--- src/rtl/cjump_unit_if.sv ---
// cjump_unit_if -- request/result bundle for the jump-target unit.
//   master : drives jump_req, ShiftIn, PCNext; observes PCJout, jout_valid, misaligned
//   slave  : the unit itself (opposite directions)
interface cjump_unit_if #(
    parameter int PC_W  = 8,
    parameter int OUT_W = PC_W - 2
);
    logic             jump_req;
    logic [PC_W-1:0]  ShiftIn;
    logic [PC_W-1:0]  PCNext;
    logic [OUT_W-1:0] PCJout;
    logic             jout_valid;
    logic             misaligned;

    modport master (
        output jump_req, ShiftIn, PCNext,
        input  PCJout, jout_valid, misaligned
    );

    modport slave (
        input  jump_req, ShiftIn, PCNext,
        output PCJout, jout_valid, misaligned
    );
endinterface

--- src/rtl/cjump_unit.sv ---
// cjump_unit -- registered J-type jump target generator.
//   Target (byte) = {PCNext[PC_W-1:PC_W-2], ShiftIn[PC_W-3:0]}; PCJout is its word
//   address. One-cycle latency; jout_valid pulses the cycle after each request.
// Ports:
//   clk   : system clock, rising edge
//   reset : synchronous, active-high
//   bus   : cjump_unit_if.slave (jump_req/ShiftIn/PCNext in, PCJout/jout_valid/misaligned out)
// Build option:
//   CJUMP_ALIGN_CHECK_EN -- when defined, misaligned registers ShiftIn[1:0] != 0;
//   otherwise misaligned is tied to 0.
// OUT_W must equal PC_W-2.
module cjump_unit #(
    parameter int PC_W  = 8,
    parameter int OUT_W = PC_W - 2
) (
    input  logic           clk,
    input  logic           reset,
    cjump_unit_if.slave    bus
);
    logic [OUT_W-1:0] pcj_q, pcj_d;
    logic             vld_q;

    // Region bits come from PCNext, in-region word offset from ShiftIn. Pure
    // concatenation: ShiftIn's top two bits are discarded, no carry into the region.
    assign pcj_d = {bus.PCNext[PC_W-1:PC_W-2], bus.ShiftIn[PC_W-3:2]};

    always_ff @(posedge clk) begin
        if (reset) begin
            pcj_q <= '0;
            vld_q <= 1'b0;
        end else begin
            vld_q <= bus.jump_req;
            if (bus.jump_req)
                pcj_q <= pcj_d;
        end
    end

`ifdef CJUMP_ALIGN_CHECK_EN
    logic mis_q;

    always_ff @(posedge clk) begin
        if (reset)
            mis_q <= 1'b0;
        else if (bus.jump_req)
            mis_q <= |bus.ShiftIn[1:0];
    end

    assign bus.misaligned = mis_q;

    logic unused_bits;
    assign unused_bits = &{1'b0, bus.ShiftIn[PC_W-1:PC_W-2], bus.PCNext[PC_W-3:0]};
`else
    assign bus.misaligned = 1'b0;

    logic unused_bits;
    assign unused_bits = &{1'b0, bus.ShiftIn[PC_W-1:PC_W-2], bus.ShiftIn[1:0],
                           bus.PCNext[PC_W-3:0]};
`endif

    assign bus.PCJout     = pcj_q;
    assign bus.jout_valid = vld_q;
endmodule

--- src/flat_wrapper.sv ---
// flat-port wrapper written by rule: the top's interface ports become plain ports
module cjump_unit_flat 
#(
    parameter int PC_W  = 8,
    parameter int OUT_W = PC_W - 2
)
  (clk, reset, bus_jump_req, bus_ShiftIn, bus_PCNext, bus_PCJout, bus_jout_valid, bus_misaligned);
  cjump_unit_if #(.PC_W(PC_W), .OUT_W(OUT_W)) bus_i ();
  input  logic clk;
  input  logic reset;
  input wire logic [$bits(bus_i.jump_req)-1:0] bus_jump_req;
  input wire logic [$bits(bus_i.ShiftIn)-1:0] bus_ShiftIn;
  input wire logic [$bits(bus_i.PCNext)-1:0] bus_PCNext;
  output wire logic [$bits(bus_i.PCJout)-1:0] bus_PCJout;
  output wire logic [$bits(bus_i.jout_valid)-1:0] bus_jout_valid;
  output wire logic [$bits(bus_i.misaligned)-1:0] bus_misaligned;
  assign bus_i.jump_req = bus_jump_req;
  assign bus_i.ShiftIn = bus_ShiftIn;
  assign bus_i.PCNext = bus_PCNext;
  assign bus_PCJout = bus_i.PCJout;
  assign bus_jout_valid = bus_i.jout_valid;
  assign bus_misaligned = bus_i.misaligned;
  cjump_unit #(.PC_W(PC_W), .OUT_W(OUT_W)) u_core (.clk(clk), .reset(reset), .bus(bus_i));
endmodule
--- config.mk ---
export PLATFORM = sky130hd
export DESIGN_NAME = cjump_unit_flat
export DESIGN_NICKNAME = d
export VERILOG_FILES = /design/src/rtl/cjump_unit_if.sv /design/src/rtl/cjump_unit.sv /design/src/flat_wrapper.sv
export SDC_FILE = /design/constraint.sdc
export NUM_CORES = 1
export LEC_CHECK = 0
export CAP_MARGIN = 10
export CORE_AREA = 2 2 39 41
export CTS_BUF_LIST = sky130_fd_sc_hd__clkbuf_4
export CTS_CLUSTER_DIAMETER = 30
export CTS_CLUSTER_SIZE = 28
export DETAILED_ROUTE_END_ITERATION = 6
export DIE_AREA = 0 0 41 43
export GPL_ROUTABILITY_DRIVEN = 0
export PLACE_DENSITY_LB_ADDON = 0.1
export SYNTH_ARGS = -nofsm -noshare
export SYNTH_HDL_FRONTEND = slang
export SYNTH_SLANG_ARGS = --single-unit
--- constraint.sdc ---
create_clock -name clk -period 1.2 [get_ports clk]
set_input_delay 0.3 -clock clk [delete_from_list [all_inputs] [get_ports clk]]
set_output_delay 0.3 -clock clk [all_outputs]
set_load 0.01 [all_outputs]
==> flow_summary.ini <==
[hold_path]
worst_hold_startpoint = u_core.bus.PCJout[3]
min_to = u_core.bus.PCJout[3]
min_path_type = reg2reg
min_path_cells = 2

[finish]
layout_commonest_cell = clkdlybuf4s50_1
syn2layout_area_growth_pct = 74.6
num_antenna_cells = 0
layout_common_cells = 8 x clkdlybuf4s50_1, 7 x dlygate4sd2_1, 7 x dfxtp_1
drive_above_1_share = 0.143
n_fill_cell = 147
final_cell_count_no_fill = 58
fin_nets = 62

[timing]
period_needed_ns = 1.13
fin_setup_tns_ns = 0
drv_slew = 0
rsz0062_at_grt = no
worst_slack_ns = 0.0674
setup_viol = 0
whs_ns = 0.484
clock_skew_ns = 0
hold_violations = 0
fmax_ghz = 0.883
period_share = 0.944

[global_routing]
grt_overflow = 0
grt_use_total = 0.0765
grt_pass1_wl_um = 855
antenna_found_initial = 0
grt_max_degree = 8
grt_pass1_vias = 198

[logic_synthesis]
syn_nets = 42
syn_avg_cell_area_um2 = 10.9
synth_adder_area_share = 0
synth.yosys.warnings = 0
synthXorXnorAreaFrac = 0
ys_seq_area_frac = 0.557
syn_area_um2 = 251
synth_cells = 23
synth_mux_area_frac = 0.239
synth-simple-area-share = 0.114
synth_cell_types = 7
synth_top_family_by_area = multiplexers
ys_ff_latch = 7
synth_compound_area_frac = 0

[power]
p_leak_nw = 0.219
vdd_ir_drop_max_uv = 695
power_density_nw_per_um2 = 1280
p_total_uw = 563

[clock_tree]
cts_sinks = 7
ctsHoldBuffers = 0
cts_made_buffers = 3
root_buffer = clkbuf_4
cts_tree = built
clockBufferDepth = 2
clkLatencyLatePin_ns = 0.25
clk_pin_slew_worst_paths_ns = 0.05
cts_htree_levels = 1

[route]
firstDrtPassIters = 4
drc = 0
drt_iter0_drc = 8
avgRoutedWirePerCell_um = 8.95
routed_wl_um = 519
antenna_left = 0
num_vias = 220
via_per_inst = 3.79

[floorplan]
die_h_um = 43
io_pins = 27
chipWidth_um = 41
core_area_um2 = 1380
dieArea_um2 = 1760
start_util = 0.182
fp-row-count = 14

[job]
cap_violations = 0

[worst_setup_path]
crit_buf_inv = 1
cp_slowest_cell = dfxtp_1
path_cells = dlygate4sd2_1
reg2reg_from = u_core.bus.PCJout[1]
r2r_cells = 2
timing.rr.end = u_core.bus.PCJout[1]
cp-start-kind = register
crit_required_ns = 0.90
rrSetupSlack_ns = 0.61
worstSetupPathType = reg2out
startpoint = u_core.bus.PCJout[0]
end_kind = output port
cp_slowest_stage_delay_ns = 0.32
cp_max_fo = 2
critPathArrivalTime_ns = 0.83
cp_top_family = flip-flops

[placement]
placed_cells = 54
pre_cts_slack_ns = -0.0894
port_buffers = 15

[outcome]
status = completed
power by group:
| part | internal (mW) | switching, mW | total (mW) |
|---|---|---|---|
| registers | 0.247 | 0.00519 | 0.252 |
| clock network | 0.149 | 0.0794 | 0.228 |
| logic | 0.0516 | 0.0314 | 0.0830 |
cell families (layout without fill, tap and decap cells):
family | after synthesis | in the layout
other | 1 | 1
and+or+nand+nor | 7 | 7
muxes | 6 | 6
buffers and inverters | 2 | 21
DFF | 7 | 7
repair_timing:
item                                    CTS  global route
endpoints found under the setup margin    7             0
buffers inserted                          0             0
gates resized for setup                   7             0
how the worst max path moves through the flow:
stage | slack, ns | cells after the start | to
2_1_floorplan | 0.47 | 3 | u_core.bus.PCJout[0]
3_3_place_gp | -0.08 | 4 | u_core.bus.PCJout[5]
3_5_place_dp | -0.09 | 4 | u_core.bus.PCJout[1]
4_1_cts | 0.04 | 1 | bus_PCJout[0]
5_1_grt | 0.002 | 1 | bus_PCJout[0]
6_report | 0.07 | 1 | bus_PCJout[0]
flip-flops by register name, indices dropped and copies added (netlist names):
| register | cells |
|---|---|
| u_core.bus.jout_valid | 1 |
| u_core.bus.PCJout | 6 |
final cells by class:
cell class                      instances  area, µm²  share of cell area
Sequential cell                         7        140               0.319
Multi-Input combinational cell         14       92.6               0.211
Clock buffer                            4       30.0              0.0684
Tap cell                               16       20.0              0.0456
Timing Repair Buffer                   17        156               0.356
cell usage after synthesis:
| master | instances | area share |
|---|---|---|
| buf_4 | 1 | 0.030 |
| mux2i_1 | 6 | 0.24 |
| conb_1 | 1 | 0.015 |
| dfxtp_1 | 7 | 0.56 |
| buf_6 | 1 | 0.045 |
| nor2b_1 | 1 | 0.025 |
| nor2_1 | 6 | 0.090 |
worst reg2reg max path, delay by kind of cell, from the launching register on:
| kind | cells | cell delay, ns |
|---|---|---|
| mux | 1 | 0.12 |
| flops | 1 | 0.30 |
| simple gates | 1 | 0.05 |
metrics by stage:
| stage | area (µm²) | util |
|---|---|---|
| 3_3_place_gp | 418 | 0.302 |
| 6_report | 439 | 0.317 |
| 4_1_cts | 439 | 0.317 |
| 5_1_grt | 439 | 0.317 |
| 3_5_place_dp | 418 | 0.302 |
| 2_1_floorplan | 251 | - |
routing by layer:
layer | global-route usage | up-vias | wire [µm]
met4 | 0.0200 | 0 | 0
met2 | 0.103 | 13 | 234
met3 | 0.0785 | 0 | 72
li1 | - | 111 | -
met1 | 0.0812 | 96 | 212
met5 | 0 | - | 0
Note: power is estimated with default switching activity, not from simulation.
